`src/rtl/ifetch_pkg.sv`:
```
// Shared definitions for the instruction-fetch stage.
// Contents: default address/data widths, default reset PC, the number of
//           instruction-word alignment bits, and the prefetch queue entry type.
package ifetch_pkg;

  localparam int unsigned IF_ADDR_W       = 32;
  localparam int unsigned IF_DATA_W       = 32;
  localparam logic [31:0] IF_RESET_PC     = 32'h0000_0000;
  // Instructions are 4-byte words: the two LSBs of any fetch address are 0.
  localparam int unsigned WORD_ALIGN_BITS = 2;

  // One prefetch queue entry at the default widths.
  typedef struct packed {
    logic [IF_ADDR_W-1:0] pc;
    logic [IF_DATA_W-1:0] inst;
  } fetch_entry_t;

endpackage

```
`src/rtl/fetch_fifo.sv`:
```
// Synchronous prefetch FIFO, DEPTH entries of WIDTH bits.
// Ports:
//   clk, rst_n    clock, asynchronous active-low reset
//   push, wdata   write an entry (caller guarantees room, counting same-cycle pop)
//   pop, rdata    remove the head entry; rdata always shows the head
//   flush         empty the FIFO; dominant over push and pop
//   count         number of valid entries, 0..DEPTH
module fetch_fifo #(
  parameter int unsigned WIDTH = 64,
  parameter int unsigned DEPTH = 4
) (
  input  logic                     clk,
  input  logic                     rst_n,
  input  logic                     push,
  input  logic                     pop,
  input  logic                     flush,
  input  logic [WIDTH-1:0]         wdata,
  output logic [WIDTH-1:0]         rdata,
  output logic [$clog2(DEPTH):0]   count
);

  localparam int unsigned PW = $clog2(DEPTH);
  localparam int unsigned CW = PW + 1;

  logic [WIDTH-1:0] mem [DEPTH];
  logic [PW-1:0]    wr_ptr;
  logic [PW-1:0]    rd_ptr;

  // DEPTH is a power of two, so the pointers wrap at DEPTH on their own.
  always_ff @(posedge clk or negedge rst_n) begin
    if (!rst_n) begin
      wr_ptr <= '0;
      rd_ptr <= '0;
      count  <= '0;
    end else if (flush) begin
      wr_ptr <= '0;
      rd_ptr <= '0;
      count  <= '0;
    end else begin
      if (push) wr_ptr <= wr_ptr + PW'(1);
      if (pop)  rd_ptr <= rd_ptr + PW'(1);
      count <= count + CW'(push) - CW'(pop);
    end
  end

  always_ff @(posedge clk) begin
    if (push && !flush) mem[wr_ptr] <= wdata;
  end

  assign rdata = mem[rd_ptr];

endmodule

```
`src/rtl/ifetch_pipe.sv`:
```
// Pipelined instruction-fetch stage.
// Issues sequential word fetches to a synchronous instruction memory (data
// one cycle after the request), queues {pc, inst} pairs and presents the
// head to decode over a valid/ready handshake. Redirect flushes all fetched
// but unconsumed work and restarts fetch at Redirect_PC in the same cycle.
// Ports:
//   Clk, Rst_n             clock, asynchronous active-low reset
//   Redirect, Redirect_PC  flush and restart target (bits [1:0] ignored)
//   Imem_req, Imem_addr    fetch request / word-aligned address
//   Imem_rdata             instruction for the previous cycle's request
//   Inst, Inst_PC          head-of-queue instruction and its PC (0 if invalid)
//   Inst_valid, Inst_ready decode handshake
module ifetch_pipe import ifetch_pkg::*; #(
  parameter int unsigned       ADDR_W   = IF_ADDR_W,
  parameter int unsigned       DATA_W   = IF_DATA_W,
  parameter int unsigned       DEPTH    = 4,
  parameter logic [ADDR_W-1:0] RESET_PC = ADDR_W'(IF_RESET_PC)
) (
  input  logic              Clk,
  input  logic              Rst_n,
  input  logic              Redirect,
  input  logic [ADDR_W-1:0] Redirect_PC,
  output logic              Imem_req,
  output logic [ADDR_W-1:0] Imem_addr,
  input  logic [DATA_W-1:0] Imem_rdata,
  output logic [DATA_W-1:0] Inst,
  output logic [ADDR_W-1:0] Inst_PC,
  output logic              Inst_valid,
  input  logic              Inst_ready
);

  localparam int unsigned       CW         = $clog2(DEPTH) + 1;
  localparam logic [ADDR_W-1:0] ALIGN_MASK = ADDR_W'((1 << WORD_ALIGN_BITS) - 1);
  localparam logic [CW:0]       DEPTH_L    = (CW + 1)'(DEPTH);

  logic [ADDR_W-1:0]        fpc;
  logic [ADDR_W-1:0]        tag_pc;
  logic                     inflight;
  logic [ADDR_W-1:0]        redirect_addr;
  logic                     pop;
  logic                     push;
  logic [CW-1:0]            count;
  logic [CW:0]              occupancy;
  logic [CW:0]              limit;
  logic [ADDR_W+DATA_W-1:0] head;

  always_comb begin
    redirect_addr = Redirect_PC & ~ALIGN_MASK;
    Inst_valid    = Rst_n & (count != '0);
    pop           = Inst_valid & Inst_ready & ~Redirect;
    // A response arriving in a redirect cycle belongs to the old stream.
    push          = inflight & ~Redirect;
    // count + inflight - pop < DEPTH, rearranged to stay unsigned.
    occupancy     = {1'b0, count} + (CW + 1)'(inflight);
    limit         = DEPTH_L + (CW + 1)'(pop);
    // A redirect empties the queue and drops the in-flight slot, so it
    // always has credit for its own request.
    Imem_req      = Rst_n & (Redirect | (occupancy < limit));
    if (!Rst_n)        Imem_addr = RESET_PC;
    else if (Redirect) Imem_addr = redirect_addr;
    else               Imem_addr = fpc;
    Inst          = Inst_valid ? head[DATA_W-1:0] : '0;
    Inst_PC       = Inst_valid ? head[ADDR_W+DATA_W-1:DATA_W] : '0;
  end

  always_ff @(posedge Clk or negedge Rst_n) begin
    if (!Rst_n) begin
      fpc      <= RESET_PC;
      tag_pc   <= '0;
      inflight <= 1'b0;
    end else if (Imem_req) begin
      fpc      <= Imem_addr + ADDR_W'(4);
      tag_pc   <= Imem_addr;
      inflight <= 1'b1;
    end else begin
      inflight <= 1'b0;
    end
  end

  fetch_fifo #(
    .WIDTH (ADDR_W + DATA_W),
    .DEPTH (DEPTH)
  ) u_fifo (
    .clk   (Clk),
    .rst_n (Rst_n),
    .push  (push),
    .pop   (pop),
    .flush (Redirect),
    .wdata ({tag_pc, Imem_rdata}),
    .rdata (head),
    .count (count)
  );

endmodule
```
`config.mk`:
```
export PLATFORM = sky130hd
export DESIGN_NAME = ifetch_pipe
export DESIGN_NICKNAME = d
export VERILOG_FILES = /design/src/rtl/ifetch_pkg.sv /design/src/rtl/fetch_fifo.sv /design/src/rtl/ifetch_pipe.sv
export SDC_FILE = /design/constraint.sdc
export NUM_CORES = 1
export LEC_CHECK = 0
export BUFFER_PORTS_ARGS = -buffer_cell sky130_fd_sc_hd__buf_2
export CAP_MARGIN = 20
export CORE_ASPECT_RATIO = 1.75
export CORE_MARGIN = 2
export CORE_UTILIZATION = 35
export CTS_BUF_LIST = sky130_fd_sc_hd__clkbuf_4 sky130_fd_sc_hd__clkbuf_8
export CTS_CLUSTER_SIZE = 30
export DETAILED_ROUTE_END_ITERATION = 10
export HOLD_SLACK_MARGIN = 0.08
export PLACE_DENSITY = 0.56
export RECOVER_POWER = 50
export SYNTH_ARGS = -nofsm -noshare
export SYNTH_HDL_FRONTEND = slang
export SYNTH_SLANG_ARGS = --single-unit
```
`constraint.sdc`:
```
create_clock -name Clk -period 7.85 [get_ports Clk]
set_clock_uncertainty 0.05 [all_clocks]
set_input_delay 1.57 -clock Clk [delete_from_list [all_inputs] [get_ports Clk]]
set_output_delay 1.57 -clock Clk [all_outputs]
set_load 0.02 [all_outputs]
```
**After elaboration in Yosys (flattened, before gate mapping)**

Memories as Yosys holds them, arrays and structs flattened.
Index checks and enable logic that the tools add are counted.
Widths: inputs -> output; s select.

- RAM bits: 256
- Bits in read-only memories: 0
- Output and inout bits: 98
- Latch bits: 0
- Bits of input ports: 68
- Word-level logic and storage cells: 39
- Memories: 1
- Register bits: 72

Memories:

| memory | words | width | rd ports | clocked after Yosys merged registers in | wr ports | line | text |
|---|---|---|---|---|---|---|---|
| u_fifo.mem | 4 | 64 | 1 | 0 | 1 | fetch_fifo.sv:25 | `logic [WIDTH-1:0] mem [DEPTH];` |

- Bitwise logic cells: 7
- Multiplexer cells: 12
- Magnitude comparators: 1
- Add/subtract/negate cells: 7
- Eq/ne operators: 0
- Div/mod/pow operators: 0
- Reductions and logical operators: 5
- Multipliers: 0
- Shift-type cells: 0

Operators by type and width:

| operator | number |
|---|---|
| $mux 32 | 4 |
| $add 32x3->32 const B | 1 |
| $mux 2 | 4 |
| $and 1x1->1 | 5 |
| $add 2x1->2 const B | 2 |
| $add 3x1->4 | 1 |
| $add 3x1->4 const A | 1 |
| $lt 4x4->1 | 1 |
| $reduce_bool 2->1 | 2 |
| $add 3x1->3 | 1 |
| $mux 1 | 3 |
| $mux 3 | 1 |
| $reduce_bool 3->1 | 1 |
| $sub 3x1->3 | 1 |
| $logic_and 1x1->1 | 1 |
| $logic_not 1->1 | 1 |
| $not 1->1 | 1 |
| $or 1x1->1 | 1 |

**Depth between registers and ports, before layout**

- Depth after elaboration: 9
- Mapped depth: 13
- Depth with buffers taken out: 9

**Hierarchy**

A second synthesis with hierarchy kept.

- Cells, all modules: 882
- Area total of the unflattened synthesis: 13,913.3 µm²

Modules (own cells, without submodules):

| module | sequential area each (µm²) | instances | cells each | area each (µm²) |
|---|---|---|---|---|
| fetch_fifo | 7,862.5 | 1 | 372 | 9,688.0 |
| ifetch_pipe | 1,576.5 | 1 | 510 | 4,225.3 |

**Worst setup path after synthesis**

No wires, ideal clock.

- Path kind: input to output
- From: input Inst_ready
- To: output Imem_req
- Data required time: 6,230 ps
- Arrival time: 2,898 ps
- Buffers on the path: 2
- Stages: 6
- Slack: 3,332 ps
- Cells stage by stage: o311a_1 > a221oi_1 > nand2b_1 > inv_1 > buf_1 > buf_1

- Word-level cells in the longest chain between the ends: 6

RTL lines:

| what | line | text |
|---|---|---|
| start: declaration | ifetch_pipe.sv:29 | `input logic Inst_ready` |
| $and 1x1->1 (2 in series) | ifetch_pipe.sv:50 | `pop = Inst_valid & Inst_ready & ~Redirect;` |
| $add 3x1->4 | ifetch_pipe.sv:55 | `limit = DEPTH_L + (CW + 1)'(pop);` |
| $lt 4x4->1 | ifetch_pipe.sv:58 | `Imem_req = Rst_n & (Redirect \| (occupancy < limit));` |
| $or 1x1->1 | ifetch_pipe.sv:58 |  |
| $and 1x1->1 | ifetch_pipe.sv:58 |  |
| end: declaration | ifetch_pipe.sv:23 | `output logic Imem_req,` |

No other way between the ends.

**Final worst setup path**

- From: input Redirect
- To: output Imem_addr[17]

- Word-level cells in the longest chain between the ends: 2

RTL lines:

| what | line | text |
|---|---|---|
| start: declaration | ifetch_pipe.sv:21 | `input logic Redirect,` |
| $mux 32 | ifetch_pipe.sv:60 | `else if (Redirect) Imem_addr = redirect_addr;` |
| $mux 32 | ifetch_pipe.sv:59 | `if (!Rst_n) Imem_addr = RESET_PC;` |
| end: declaration | ifetch_pipe.sv:24 | `output logic [ADDR_W-1:0] Imem_addr,` |

No other way between the ends.

==> run metrics <==
status finished, violations left; violated checks capacitance limit, slew limit; post-DR vias/cell about 5; mean post-synth cell area around 16 um2; Synth cell types 51; Clk Tree Root Cell clkbuf_8; hpwl dp 19,130 um; Synth Net Count 958; First-pass DRT Iterations 4; worst-margin pin slew 2.429 ns; min-delay src fpc[12]$_DFFE_PN0P_; critical path's most frequent cell clkbuf_1; Worst R2R Path Depth 7; warning count from the yosys run 0; clk sink count 326; post-route ant nets 0; antenna violations before repair 2; CTS Buf Count 49; clock slew at reported path FFs 0.07 ns; CP max stage delay between 1 and 1.5 ns; largest family of logic cells by synthesized area multiplexers; Seq/Total Area, Yosys 68.34%; mux share of post-synthesis cell area 12.96%; worst hold path class reg2reg; vias in the first global route around 8,300; TNS Setup 0 ns; Most used DFF post-synth edfxtp_1; # Post-CTS Setup Buffers 0; final core utilization 41.47%; clock buffer depth 3; Site Rows 96; Bufs and invs on worst path 5; fin. max-slew vios 150; Worst EP required 6.23 ns; Synth Area in Compound Gates 3.515%; fmax 158.6 MHz; CTS tree yes; number of setup violations in the final report 0; R2R Path End fpc[6]$_DFFE_PN0P_; post-synthesis simple-gate area fraction approximately 11%; Initial Util 35.38%; Die Span Y 266.8 um; GPL Wtd Cong between 0.7 and 0.8; DR iter-0 viols 397; largest cells by area after synthesis edfxtp_1 56%, dfrtp_1 13%, mux4_2 10%; top-count cell post-synth edfxtp_1; Yosys reg bits ~330; first-pass GRT wire length 47,810 um; worst r2r src inflight$_DFF_PN0_; Worst Hold Margin 0.4324 ns; die area ~41,000 um2; Port Buffers 163; max-capacitance violation count 4; xor/xnor cell area share of the yosys netlist 1.078%; largest net degree at the start of global routing between 60 and 70; top post-synthesis cells by count 256 x edfxtp_1, 108 x nand2_1, 74 x and2_1; Syn Inst Count 879; crit end category output port; Syn-to-layout area delta 17.20%; Slowest cell on crit path clkbuf_1; WL per Instance 19.60 um; RSZ-0062 raised after global routing no; H-tree Lvls 2; Cell Area, Synth 13,810 um2; hold path cells 2; CP delay by family, top buffers and inverters; Non-Filler Instances 1,586; Skew-Pair Late Insertion Delay 0.57 ns; Core ar. 39,040 um2; gr usage total approximately 15%; largest area contributor in the netlist edfxtp_1; ratio of final minimum period to clock period 80.34%; Fin. Hold Viols 0; Yosys top cell area share 55.66%; R2R setup slack 3.87 ns; Leak 6.034 nW; share of layout cells above drive strength 1 28.06%; relative slew slack -61.96%; dpl cells 1,496; worst path cell trace clkbuf_1 -> clkbuf_1 -> buf_4 -> mux2_2 -> nand2_1 -> inv_1 -> buf_2; GRT Residual Overflow 0; I/O pin cnt 166; Nets roughly 1,100; CP Class in2out; worst min-delay path endpoint fpc[12]$_DFFE_PN0P_; Async SR Flop Fraction 21.47%; Die W about 150 um; type of origin of the critical path input pin; # DRC 0; Power per Cell Area 273.6 nW/um2; number of synthesized flops with an enable pin 256; post-layout min period 6.307 ns; Post-CTS Resized 0; Post-Synth Adder-Cell Area 1.051%; Routed WL around 31,000 um; Max rail drop VDD about 0.14 mV; via count 7,956; cts hold-fix bufs 0; worst-path maximum fanout 29; Arrival @ worst endpoint 4.69 ns
-- registers in the layout (all words and copies together) (netlist names) --
name and count:
u_fifo.count 3, tag_pc 30, u_fifo.mem 256, inflight 1, u_fifo.rd_ptr 2, u_fifo.wr_ptr 2, fpc 32
-- report_power, final --
group | total [mW] | internal (mW) | leakage (nW) | switching [mW]
sequential | 2.17 | 2.05 | 3.25 | 0.122
combinational | 0.746 | 0.304 | 2.23 | 0.442
clock | 1.51 | 0.863 | 0.551 | 0.649
total | 4.43 | 3.22 | 6.03 | 1.21
-- final cells by class --
class	count	area [um2]
Antenna cell	2	5.005
Clock buffer	63	798.3
Clock inverter	24	264.0
Fill cell	3620	22850
Inverter	11	41.29
Multi-Input combinational cell	495	4131
Sequential cell	326	9447
Tap cell	490	613.1
Timing Repair Buffer	175	888.4
-- worst max path at each step --
stage,start,end,cells after the start
after floorplan,Inst_ready,Imem_req,6
after global placement,Rst_n,Inst[11],5
after global routing,Redirect,Imem_addr[17],7
final,Redirect,Imem_addr[17],7
after detailed placement,Rst_n,Inst_PC[19],6
after CTS,Rst_n,Inst_PC[19],6
-- stage by stage --
step	cell area [um2]	setup WS, ns	total power, mW
after floorplan	13810	3.332	2.688
after global placement	15130	2.153	2.951
after detailed placement	15150	2.491	2.979
after CTS	16210	2.495	4.514
after global routing	16190	1.352	4.655
final	16190	1.543	4.429
-- worst min-delay path: cells and delay by family, from the launching register on --
kind | cells | cell delay, ns
flip-flops | 1 | 0.34
AO/OA/AOI/OAI | 1 | 0.06
AND/OR/NAND/NOR | 1 | 0.04
-- metal layers --
metal	up-vias	share of wire, %	global-route usage (%)	wire, um
li1	3698	-	-	-
met1	4006	39	17.58	12220
met2	201	54	28.18	16780
met3	51	4.1	2.468	1270
met4	0	2.6	5.784	810
met5	-	0	0	0
-- cell usage in the layout (no fill, tap or decap), drive strengths merged, types with 3 or more instances in the layout --
| cell type | count |
|---|---|
| and2 | 74 |
| o31ai | 8 |
| or4 | 8 |
| edfxtp | 256 |
| or3 | 9 |
| nor2 | 49 |
| nand2 | 108 |
| a31oi | 16 |
| buf | 139 |
| nand3b | 11 |
| inv | 10 |
| a21oi | 3 |
| xnor2 | 7 |
| o21ai | 22 |
| mux2 | 7 |
| a211oi | 5 |
| nand3 | 18 |
| ha | 10 |
| clkbuf | 99 |
| mux4 | 64 |
| mux2i | 27 |
| nor2b | 4 |
| dfrtp | 70 |
| clkinv | 17 |
| bufinv | 6 |
| nand4 | 10 |
| xor2 | 10 |
| a221oi | 4 |
| a22oi | 4 |
-- logic make-up after synthesis --
kind of cell | count (synthesis)
AND/OR/NAND/NOR | 301
flip-flops | 326
adder cells (fa/ha/maj) | 11
XOR/XNOR | 17
multiplexers | 98
buffers and inverters | 58
AO/OA/AOI/OAI | 68
No activity file was read; power rests on OpenSTA's default activity.
